===== src/rtl/cam_pkg.sv =====
// Shared definitions for the camera capture path: FSM encoding,
// default widths and frame-buffer geometry.
package cam_pkg;

    // Frame buffer is four 512x32 RAM banks addressed as one word space.
    localparam int CAM_BANK_WORDS = 512;
    localparam int CAM_NUM_BANKS  = 4;
    localparam int CAM_ADDR_W     = $clog2(CAM_BANK_WORDS * CAM_NUM_BANKS);
    localparam int CAM_LINE_W     = 12;
    localparam int CAM_FRAME_W    = 16;

    typedef enum logic [1:0] {
        ST_IDLE    = 2'd0,
        ST_WAIT    = 2'd1,
        ST_CAPTURE = 2'd2,
        ST_DONE    = 2'd3
    } cam_state_e;

endpackage


===== src/rtl/cam_sync_edge.sv =====
// Registers the DVP VSYNC/HREF levels and produces single-cycle edge
// pulses by comparing the live level with the previous-cycle level.
module cam_sync_edge (
    input  logic PCLKI,
    input  logic WBs_RST_i,
    input  logic VSYNCI,
    input  logic HREFI,
    output logic vs_rise_o,
    output logic vs_fall_o,
    output logic hr_fall_o,
    output logic hr_q_o
);

    logic vs_q;
    logic hr_q;

    // Remember last cycle's frame/line levels for edge detection.
    always_ff @(posedge PCLKI or posedge WBs_RST_i) begin
        if (WBs_RST_i) begin
            vs_q <= 1'b0;
            hr_q <= 1'b0;
        end else begin
            vs_q <= VSYNCI;
            hr_q <= HREFI;
        end
    end

    assign vs_rise_o = VSYNCI & ~vs_q;
    assign vs_fall_o = ~VSYNCI & vs_q;
    assign hr_fall_o = ~HREFI & hr_q;
    assign hr_q_o    = hr_q;

endmodule


===== src/rtl/cam_byte_packer.sv =====
// Camera capture front end: packs four DVP bytes per 32-bit word and
// writes them into the frame buffer, with frame/line status counters.
// Optional build macro CAM_TEST_PATTERN_EN replaces the camera data by a
// free-running 32-bit write counter (timing and strobes unchanged).
module cam_byte_packer
    import cam_pkg::*;
#(
    parameter int ADDR_W  = CAM_ADDR_W,
    parameter int LINE_W  = CAM_LINE_W,
    parameter int FRAME_W = CAM_FRAME_W
) (
    input  logic               PCLKI,
    input  logic               WBs_RST_i,
    input  logic               VSYNCI,
    input  logic               HREFI,
    input  logic [7:0]         CAM_D_i,
    input  logic               cap_arm_i,
    output logic               wr_en_o,
    output logic [ADDR_W-1:0]  wr_addr_o,
    output logic [31:0]        wr_data_o,
    output logic [1:0]         bank_o,
    output logic [LINE_W-1:0]  line_cnt_o,
    output logic [FRAME_W-1:0] frame_cnt_o,
    output logic               frame_done_o,
    output logic               full_o,
    output logic               partial_o
);

    cam_state_e         state_q, state_d;
    logic               vs_rise, vs_fall, hr_fall, hr_q;
    logic               in_capture;

    logic [1:0]         k_q, k_d;
    logic [31:0]        pack_q, pack_d;
    logic               wr_en_q, wr_en_d;
    logic [31:0]        wr_data_q, wr_data_d;
    logic [ADDR_W-1:0]  wr_addr_q, wr_addr_d;
    logic               filled_q, filled_d;
    logic               full_q, full_d;
    logic               partial_q, partial_d;
    logic [LINE_W-1:0]  line_q, line_d;
    logic [FRAME_W-1:0] frame_q, frame_d;

    logic               byte_valid, line_end, frame_start, last_addr, buf_full;
    logic [31:0]        word_full, word_flush;

    cam_sync_edge u_sync (
        .PCLKI     (PCLKI),
        .WBs_RST_i (WBs_RST_i),
        .VSYNCI    (VSYNCI),
        .HREFI     (HREFI),
        .vs_rise_o (vs_rise),
        .vs_fall_o (vs_fall),
        .hr_fall_o (hr_fall),
        .hr_q_o    (hr_q)
    );

    // FSM state register.
    always_ff @(posedge PCLKI or posedge WBs_RST_i) begin
        if (WBs_RST_i) state_q <= ST_IDLE;
        else           state_q <= state_d;
    end

    // FSM next state: only a fresh VSYNC rise starts a capture, so a frame
    // already running when armed is skipped; disarming never aborts.
    always_comb begin
        state_d = state_q;
        case (state_q)
            ST_IDLE:    if (cap_arm_i) state_d = ST_WAIT;
            ST_WAIT:    if (vs_rise)   state_d = ST_CAPTURE;
            ST_CAPTURE: if (vs_fall)   state_d = ST_DONE;
            ST_DONE:    state_d = cap_arm_i ? ST_WAIT : ST_IDLE;
            default:    state_d = ST_IDLE;
        endcase
    end

    // FSM outputs decoded from the current state.
    always_comb begin
        in_capture   = (state_q == ST_CAPTURE);
        frame_done_o = (state_q == ST_DONE);
    end

    // Qualifiers; a VSYNC fall during an open line also closes that line.
    // The buffer counts as full already in the cycle of the last write.
    always_comb begin
        byte_valid  = in_capture & HREFI & VSYNCI;
        line_end    = in_capture & ((hr_fall & VSYNCI) | (vs_fall & hr_q));
        frame_start = (state_q == ST_WAIT) & vs_rise;
        last_addr   = (wr_addr_q == {ADDR_W{1'b1}});
        buf_full    = filled_q | (wr_en_q & last_addr);
    end

`ifdef CAM_TEST_PATTERN_EN
    logic [31:0] pat_q, pat_d;

    // Free-running pattern counter, advanced once per issued write.
    always_ff @(posedge PCLKI or posedge WBs_RST_i) begin
        if (WBs_RST_i) pat_q <= '0;
        else           pat_q <= pat_d;
    end

    // Every written word carries the counter, partial flushes included.
    always_comb begin
        word_full  = pat_q;
        word_flush = pat_q;
        pat_d      = wr_en_d ? pat_q + 32'd1 : pat_q;
    end
`else
    // Normal data: 4th byte lands on top; a flush keeps zeroed upper bytes.
    always_comb begin
        word_full  = {CAM_D_i, pack_q[23:0]};
        word_flush = pack_q;
    end
`endif

    // Packing, write strobe, address and status next-state logic.
    always_comb begin
        k_d       = k_q;
        pack_d    = pack_q;
        wr_en_d   = 1'b0;
        wr_data_d = wr_data_q;
        wr_addr_d = wr_addr_q;
        filled_d  = filled_q;
        full_d    = full_q;
        partial_d = partial_q;
        line_d    = line_q;
        frame_d   = frame_q;

        if (wr_en_q) begin
            if (last_addr) filled_d  = 1'b1;
            else           wr_addr_d = wr_addr_q + ADDR_W'(1);
        end

        if (frame_start) begin
            wr_addr_d = '0;
            line_d    = '0;
            full_d    = 1'b0;
            partial_d = 1'b0;
            filled_d  = 1'b0;
            k_d       = '0;
            pack_d    = '0;
        end else if (byte_valid) begin
            if (buf_full) begin
                full_d = 1'b1;
            end else if (k_q == 2'd3) begin
                wr_en_d   = 1'b1;
                wr_data_d = word_full;
                k_d       = '0;
                pack_d    = '0;
            end else begin
                pack_d[{k_q, 3'b000} +: 8] = CAM_D_i;
                k_d = k_q + 2'd1;
            end
        end else if (line_end) begin
            line_d = line_q + LINE_W'(1);
            if (k_q != 2'd0) begin
                partial_d = 1'b1;
                k_d       = '0;
                pack_d    = '0;
                if (!buf_full) begin
                    wr_en_d   = 1'b1;
                    wr_data_d = word_flush;
                end
            end
        end

        if (state_q == ST_DONE) frame_d = frame_q + FRAME_W'(1);
    end

    // Datapath registers; reset drops any half-packed word without writing.
    always_ff @(posedge PCLKI or posedge WBs_RST_i) begin
        if (WBs_RST_i) begin
            k_q       <= '0;
            pack_q    <= '0;
            wr_en_q   <= 1'b0;
            wr_data_q <= '0;
            wr_addr_q <= '0;
            filled_q  <= 1'b0;
            full_q    <= 1'b0;
            partial_q <= 1'b0;
            line_q    <= '0;
            frame_q   <= '0;
        end else begin
            k_q       <= k_d;
            pack_q    <= pack_d;
            wr_en_q   <= wr_en_d;
            wr_data_q <= wr_data_d;
            wr_addr_q <= wr_addr_d;
            filled_q  <= filled_d;
            full_q    <= full_d;
            partial_q <= partial_d;
            line_q    <= line_d;
            frame_q   <= frame_d;
        end
    end

    assign wr_en_o     = wr_en_q;
    assign wr_addr_o   = wr_addr_q;
    assign wr_data_o   = wr_data_q;
    assign bank_o      = wr_addr_q[ADDR_W-1 -: 2];
    assign line_cnt_o  = line_q;
    assign frame_cnt_o = frame_q;
    assign full_o      = full_q;
    assign partial_o   = partial_q;

endmodule


===== config.mk =====
export PLATFORM = sky130hd
export DESIGN_NAME = cam_byte_packer
export DESIGN_NICKNAME = d
export VERILOG_FILES = /design/src/rtl/cam_pkg.sv /design/src/rtl/cam_sync_edge.sv /design/src/rtl/cam_byte_packer.sv
export SDC_FILE = /design/constraint.sdc
export NUM_CORES = 1
export LEC_CHECK = 0
export BUFFER_PORTS_ARGS = -buffer_cell sky130_fd_sc_hd__buf_2
export CORE_MARGIN = 4
export CORE_UTILIZATION = 45
export DETAILED_ROUTE_END_ITERATION = 12
export PLACE_DENSITY = 0.76
export SLEW_MARGIN = 30
export SYNTH_ARGS = -nofsm -noshare
export SYNTH_HDL_FRONTEND = slang
export SYNTH_SLANG_ARGS = --single-unit

===== constraint.sdc =====
create_clock -name PCLKI -period 5.05 [get_ports PCLKI]
set_input_delay 0.505 -clock PCLKI [delete_from_list [all_inputs] [get_ports PCLKI]]
set_output_delay 0.505 -clock PCLKI [all_outputs]
set_load 0.05 [all_outputs]

==> flow_summary.toml, run 1 <==
[run_status]
status = "complete, no violations"

[sta]
final-setup-viol-count = 0
fmax_ghz = 0.329
slew_viol_final = 0
fin_crit_sh_pct = 60.1
hold_viol = 0
layout_min_cycle_time_ns = 3.04
fin_setup_tns_ns = 0
rsz0062_at_grt = "no"
worst_slew_pin_slew_ns = 0.904
maxSlewHeadroom_pct = 39.8
skew_ns = 0.0128

[critical_path]
critPathRequiredTime_ns = 5.34
crit_type = "reg2reg"
crit_fanout = 23
slowest_stage = "a211oi_4"
arrival_ns = 3.32
critPathMaxStageDelay_ns = 0.78
worstSetupEndpointType = "register"
worstSetupStartpointType = "register"
path_cells = "inv_1, ha_1, nor2b_1, and2_2, a211oi_4, buf_4, mux2_4"

[cts]
post_cts_resized = 0
cts_sinks = 113
cts_setup_buffers = 0
cts_buffers = 17
clk_pin_slew_worst_paths_ns = 0.05
cts_hold_buffers = 0
clk_latency_ns = 0.42
cts_root_buffer = "clkbuf_16"
clock_path_buffers = 2
h-tree-depth = 4
tritoncts = "yes"

[worst_hold_path]
min_path_type = "in2async"

[yosys]
yosys.cell_count.top_type = "dfrtp_1"
syn_area_um2 = 5410
synth_edf_count = 0
ys_warn_count = 0
synth.area.top_cells = "dfrtp_1 (52%), mux2_4 (8.3%), a221o_1 (4.4%)"
synth_top_area_share_pct = 52.3
synth_commonest_cells = "dfrtp_1 (113), mux2_4 (30), a221o_1 (24), nor3b_1 (24), nor2_1 (21)"
yosys.area.top_type = "dfrtp_1"
async_flop_share_pct = 100
syn_area_per_cell_um2 = 12.3
synthDistinctLibCells = 57
synth_cells = 441
ys_seq_area_share_pct = 52.3
synth_seq_cells = 113
dominantRegCellSynth = "dfrtp_1"
syn_nets = 467

[routing]
drt_first_pass_iters = 5
routedWlPerCell_um = 17.9
wl_um = 12200
vias_per_cell = 5.74
num_vias = 3903
drc = 0
drt-initial-drc-count = 267
ant_nets = 0

[pwr]
p_switching_uw = 1170
sequentialPowerShare_pct = 35.4
internal-power_uw = 2150
leakage_uw = 0.00324
combPwrFrac_pct = 28.2
switching_share_pct = 35.2
ir_worst_vdd_mv = 0.306
cellPowerDensity_nw_per_um2 = 509
clockPowerShare_pct = 36.4

[die]
placementRows = 39
start_util_pct = 46.6
die_y_um = 118
die_area_um2 = 13800
coreArea_um2 = 11600
boundaryPins = 90
die_x_um = 118

[grt]
grt_pass1_vias = 3862
antenna_found_initial = 0
grt_use_total_pct = 17.9
grt_max_degree = 76
grt_pass1_wl_um = 20000
gr-total-overflow = 0

[placement]
dp_cells = 651
dp_hpwl_um = 8290
port_buffers = 89
place_congestion = 0.844

[finish]
areaGrowthSynthToFinish_pct = 20.3
antennaDiodeCount = 0
nets = 553
layout.cells.non_filler = 680
fillers = 968
drive_gt1_share_pct = 31.5
fin_util_pct = 56.0

[flow_run]
drv_cap = 0
-- cell families (layout without fill, tap and decap cells) --
family                     after synthesis  after routing  share of synthesized area (%)
buffers and inverters                   34            130                           3.33
muxes                                   43             43                           11.0
AOI/OAI and AO/OA                       85             85                           12.6
adders and majority gates               13             13                           3.01
and+or+nand+nor                        133            133                           14.5
xor gates and xnor gates                20             20                           3.24
DFF                                    113            113                           52.3
-- sequential cells by signal, indices dropped and copies added, names as in the netlist --
register / count
full_o: 1
filled_q: 1
line_cnt_o: 12
u_sync.vs_q: 1
state_q: 2
pack_q: 32
frame_cnt_o: 16
partial_o: 1
wr_en_o: 1
wr_addr_o: 11
k_q: 2
u_sync.hr_q_o: 1
wr_data_o: 32
-- routing by layer --
layer	up-vias	routed length (um)	track usage, %
met4	0	165	6.15
li1	1817	-	-
met1	1955	5620	23.7
met2	115	5800	28.2
met5	-	0	0
met3	16	572	5.38
-- power by group through the flow --
stage / clock, uW / sequential [uW] / combinational (uW)
after floorplan: 0 / 1430 / 465
after global placement: 0 / 1170 / 906
after detailed placement: 0 / 1180 / 932
after CTS: 1220 / 1170 / 937
after global routing: 1270 / 1200 / 1010
final: 1210 / 1170 / 933
-- layout by cell type, fill, tap and decap left out, types with 3 or more instances in the layout --
master     netlist  final
xnor2_1         10     10
ha_1            13     13
a21oi_1         13     13
xor2_1          10     10
buf_2            0     89
and2_1           4      3
nor2_1          21     21
nand3_1         10     10
o21ai_0          9      9
or4_1            6      6
nor3_1           4      4
or3_1            5      4
nor3b_1         24     24
mux2_4          30     30
o31ai_1          6      6
clkbuf_8         0      4
dfrtp_1        113    113
bufinv_16        0      3
and3_1           9      9
clkinv_2         0      3
mux2_2          12     12
and4_1           4      4
inv_1           10      9
nand2_1         19     19
a41o_1           3      3
nand2b_1         3      3
nor4b_1          3      3
clkbuf_16        0     17
nor2b_1          4      4
a21boi_0         8      8
nand4_1         10     10
a221o_1         24     24
-- area by class of cell --
class / count / area, um^2 / area share, %
flip-flops and latches: 113 / 2830 / 43.5
multi-input cells: 294 / 2400 / 36.9
clock buffers: 23 / 488 / 7.50
repair buffers: 91 / 460 / 7.08
well taps: 143 / 179 / 2.75
clock inverters: 6 / 105 / 1.62
inverters: 10 / 42.5 / 0.654
-- critical path, delay by kind of cell, from the launching register on --
kind	cells	cell delay (ns)
AO/OA/AOI/OAI	1	0.78
flip-flops	1	0.40
AND/OR/NAND/NOR	2	0.56
buffers and inverters	2	0.59
adder cells (fa/ha/maj)	1	0.23
multiplexers	1	0.34
-- per-stage QoR --
stage	area, um^2	setup WS, ns	hold WS, ns	total power (uW)
CTS	6500	1.82	0.257	3330
detailed placement	5910	1.85	0.463	2120
finish	6510	2.01	0.215	3310
global placement	5910	1.95	0.464	2080
global route	6510	1.83	0.260	3480
floorplan	5410	1.56	0.495	1900
-- worst paths after layout --
kind	cells past startpoint	from	end	slack (ns)
max	7	state_q[1]	wr_data_o[12]	2.01
min	2	WBs_RST_i	frame_cnt_o[1]	0.22
max reg2reg	7	state_q[1]	wr_data_o[12]	2.01
min reg2reg	1	frame_cnt_o[15]	frame_cnt_o[15]	0.47
max in group asynchronous	3	WBs_RST_i	k_q[1]	3.88
min in group PCLKI	1	HREFI	u_sync.hr_q_o	0.28
No activity file was read; power rests on OpenSTA's default activity.
==> run 2, diff against run 1 <==
Clock period 5.05 ns to 3.05 ns, I/O delays scaled along.
==> flow_summary.toml, run 2 (synthesis gave the netlist of run 1 again) <==
[critical_path]
path_cells = "inv_1, ha_1, nand3_1, buf_4, nor2_1, a22o_1, a221o_1"
critPathRequiredTime_ns = 3.39
crit_type = "reg2reg"
critPathMaxStageDelay_ns = 0.75
worstSetupStartpointType = "register"
slowest_stage = "a22o_1"
arrival_ns = 2.75
crit_fanout = 24
worstSetupEndpointType = "register"

[cts]
clk_latency_ns = 0.41
cts_root_buffer = "clkbuf_16"
clock_path_buffers = 2
clk_pin_slew_worst_paths_ns = 0.06
tritoncts = "yes"
cts_sinks = 113
cts_buffers = 17
cts_setup_buffers = 0
h-tree-depth = 4

[finish]
layout.cells.non_filler = 690
fin_util_pct = 56.7
final_common_cell = "dfrtp_1"
drive_gt1_share_pct = 32.0
antennaDiodeCount = 0
final_cell_mix = "dfrtp_1 (113), buf_2 (89), mux2_4 (30)"
nets = 560
fillers = 980
areaGrowthSynthToFinish_pct = 21.8
fin_area_um2 = 6590

[pwr]
leakage_uw = 0.00327
fin_total_pwr_uw = 5410
cellPowerDensity_nw_per_um2 = 822
ir_worst_vdd_mv = 0.489

[sta]
maxSlewHeadroom_pct = 43.1
fmax_ghz = 0.415
hold_viol = 0
layout_min_cycle_time_ns = 2.41
fin_crit_sh_pct = 78.9
worst_slew_pin_slew_ns = 0.854
final-setup-viol-count = 0
skew_ns = 0.00790
slew_viol_final = 0
fin_setup_tns_ns = 0
rsz0062_at_grt = "no"

[routing]
drt-initial-drc-count = 257
drc = 0
ant_nets = 0
routed-wl-met2_um = 5760
wl_met1_um = 5460
routedWlPerCell_um = 17.3
wl_um = 12000
drt_first_pass_iters = 4
wl_met3_um = 556
vias_per_cell = 5.68
num_vias = 3918
top_layer = "met4"

[grt]
grt_max_degree = 42
grt_use_total_pct = 18.2
grt_pass1_wl_um = 20600
gr-total-overflow = 0
antenna_found_initial = 0
grt_pass1_vias = 4065

[flow_run]
drv_cap = 0

[placement]
dp_cells = 656
place_congestion = 0.830
place_area_um2 = 5970
dp_hpwl_um = 8350
port_buffers = 89

[die]
placementRows = 39
start_util_pct = 46.6
die_y_um = 118
die_area_um2 = 13800
boundaryPins = 90
coreArea_um2 = 11600
die_x_um = 118

[worst_hold_path]
min_path_type = "in2reg"

[run_status]
status = "complete, no violations"
## run 2: changes by cell type in the layout (fill, tap and decap cells not counted), sizes merged
cell,previous run,this run
clkinvlp,0,4
clkinv,3,4
buf,91,97
inv,10,9
bufinv,3,2
dlygate4sd3,0,1
## run 2: area by class of cell
| type | count | area, um^2 | area share (%) |
|---|---|---|---|
| Inverter | 10 | 41.3 | 0.627 |
| Clock inverter | 9 | 106 | 1.61 |
| Clock buffer | 23 | 478 | 7.26 |
| Multi-Input combinational cell | 294 | 2400 | 36.5 |
| Tap cell | 143 | 179 | 2.72 |
| Sequential cell | 113 | 2830 | 42.9 |
| Timing Repair Buffer | 98 | 553 | 8.40 |
## run 2: metal layers
| layer | GRT usage [%] | vias to the layer above |
|---|---|---|
| met5 | 0 | - |
| met4 | 7.55 | 0 |
| met3 | 4.85 | 16 |
| met2 | 28.7 | 102 |
| met1 | 23.7 | 1962 |
| li1 | - | 1838 |
## run 2: final timing paths
check | cells after the start | slack (ns) | end | from
hold reg to reg | 1 | 0.46 | frame_cnt_o[15] | frame_cnt_o[15]
setup reg to reg | 7 | 0.64 | pack_q[19] | state_q[0]
setup / recovery | 7 | 0.64 | pack_q[19] | state_q[0]
max in group asynchronous | 4 | 1.95 | frame_cnt_o[11] | WBs_RST_i
min in group asynchronous | 3 | 0.43 | wr_addr_o[3] | WBs_RST_i
hold / removal | 1 | 0.08 | u_sync.hr_q_o | HREFI
## run 2: per-stage QoR
stage,hold WS (ns),worst slack (ns)
5_1_grt,0.0580,0.409
4_1_cts,0.0528,0.647
6_report,0.0771,0.643
3_3_place_gp,0.454,0.792
3_5_place_dp,0.459,0.658
2_1_floorplan,0.336,0.720
## run 2: where the power goes
group / leakage (uW) / switching (uW) / total [uW] / internal, uW
registers: 0.00155 / 220 / 1940 / 1720
clock network: 0.000279 / 664 / 1930 / 1260
logic: 0.00144 / 1050 / 1550 / 498
## run 2: repair_timing
action                    4_1_cts  5_1_grt
hold buffers                    0        1
gates resized for setup         0        0
hold endpoints to repair        0       10
## run 2: worst max-delay path: cells and delay by family (launching register included)
family | cells | cell delay (ns)
compound gates | 2 | 1.04
flops | 1 | 0.40
fa+ha+maj | 1 | 0.25
simple gates | 2 | 0.30
buf+inv | 2 | 0.36
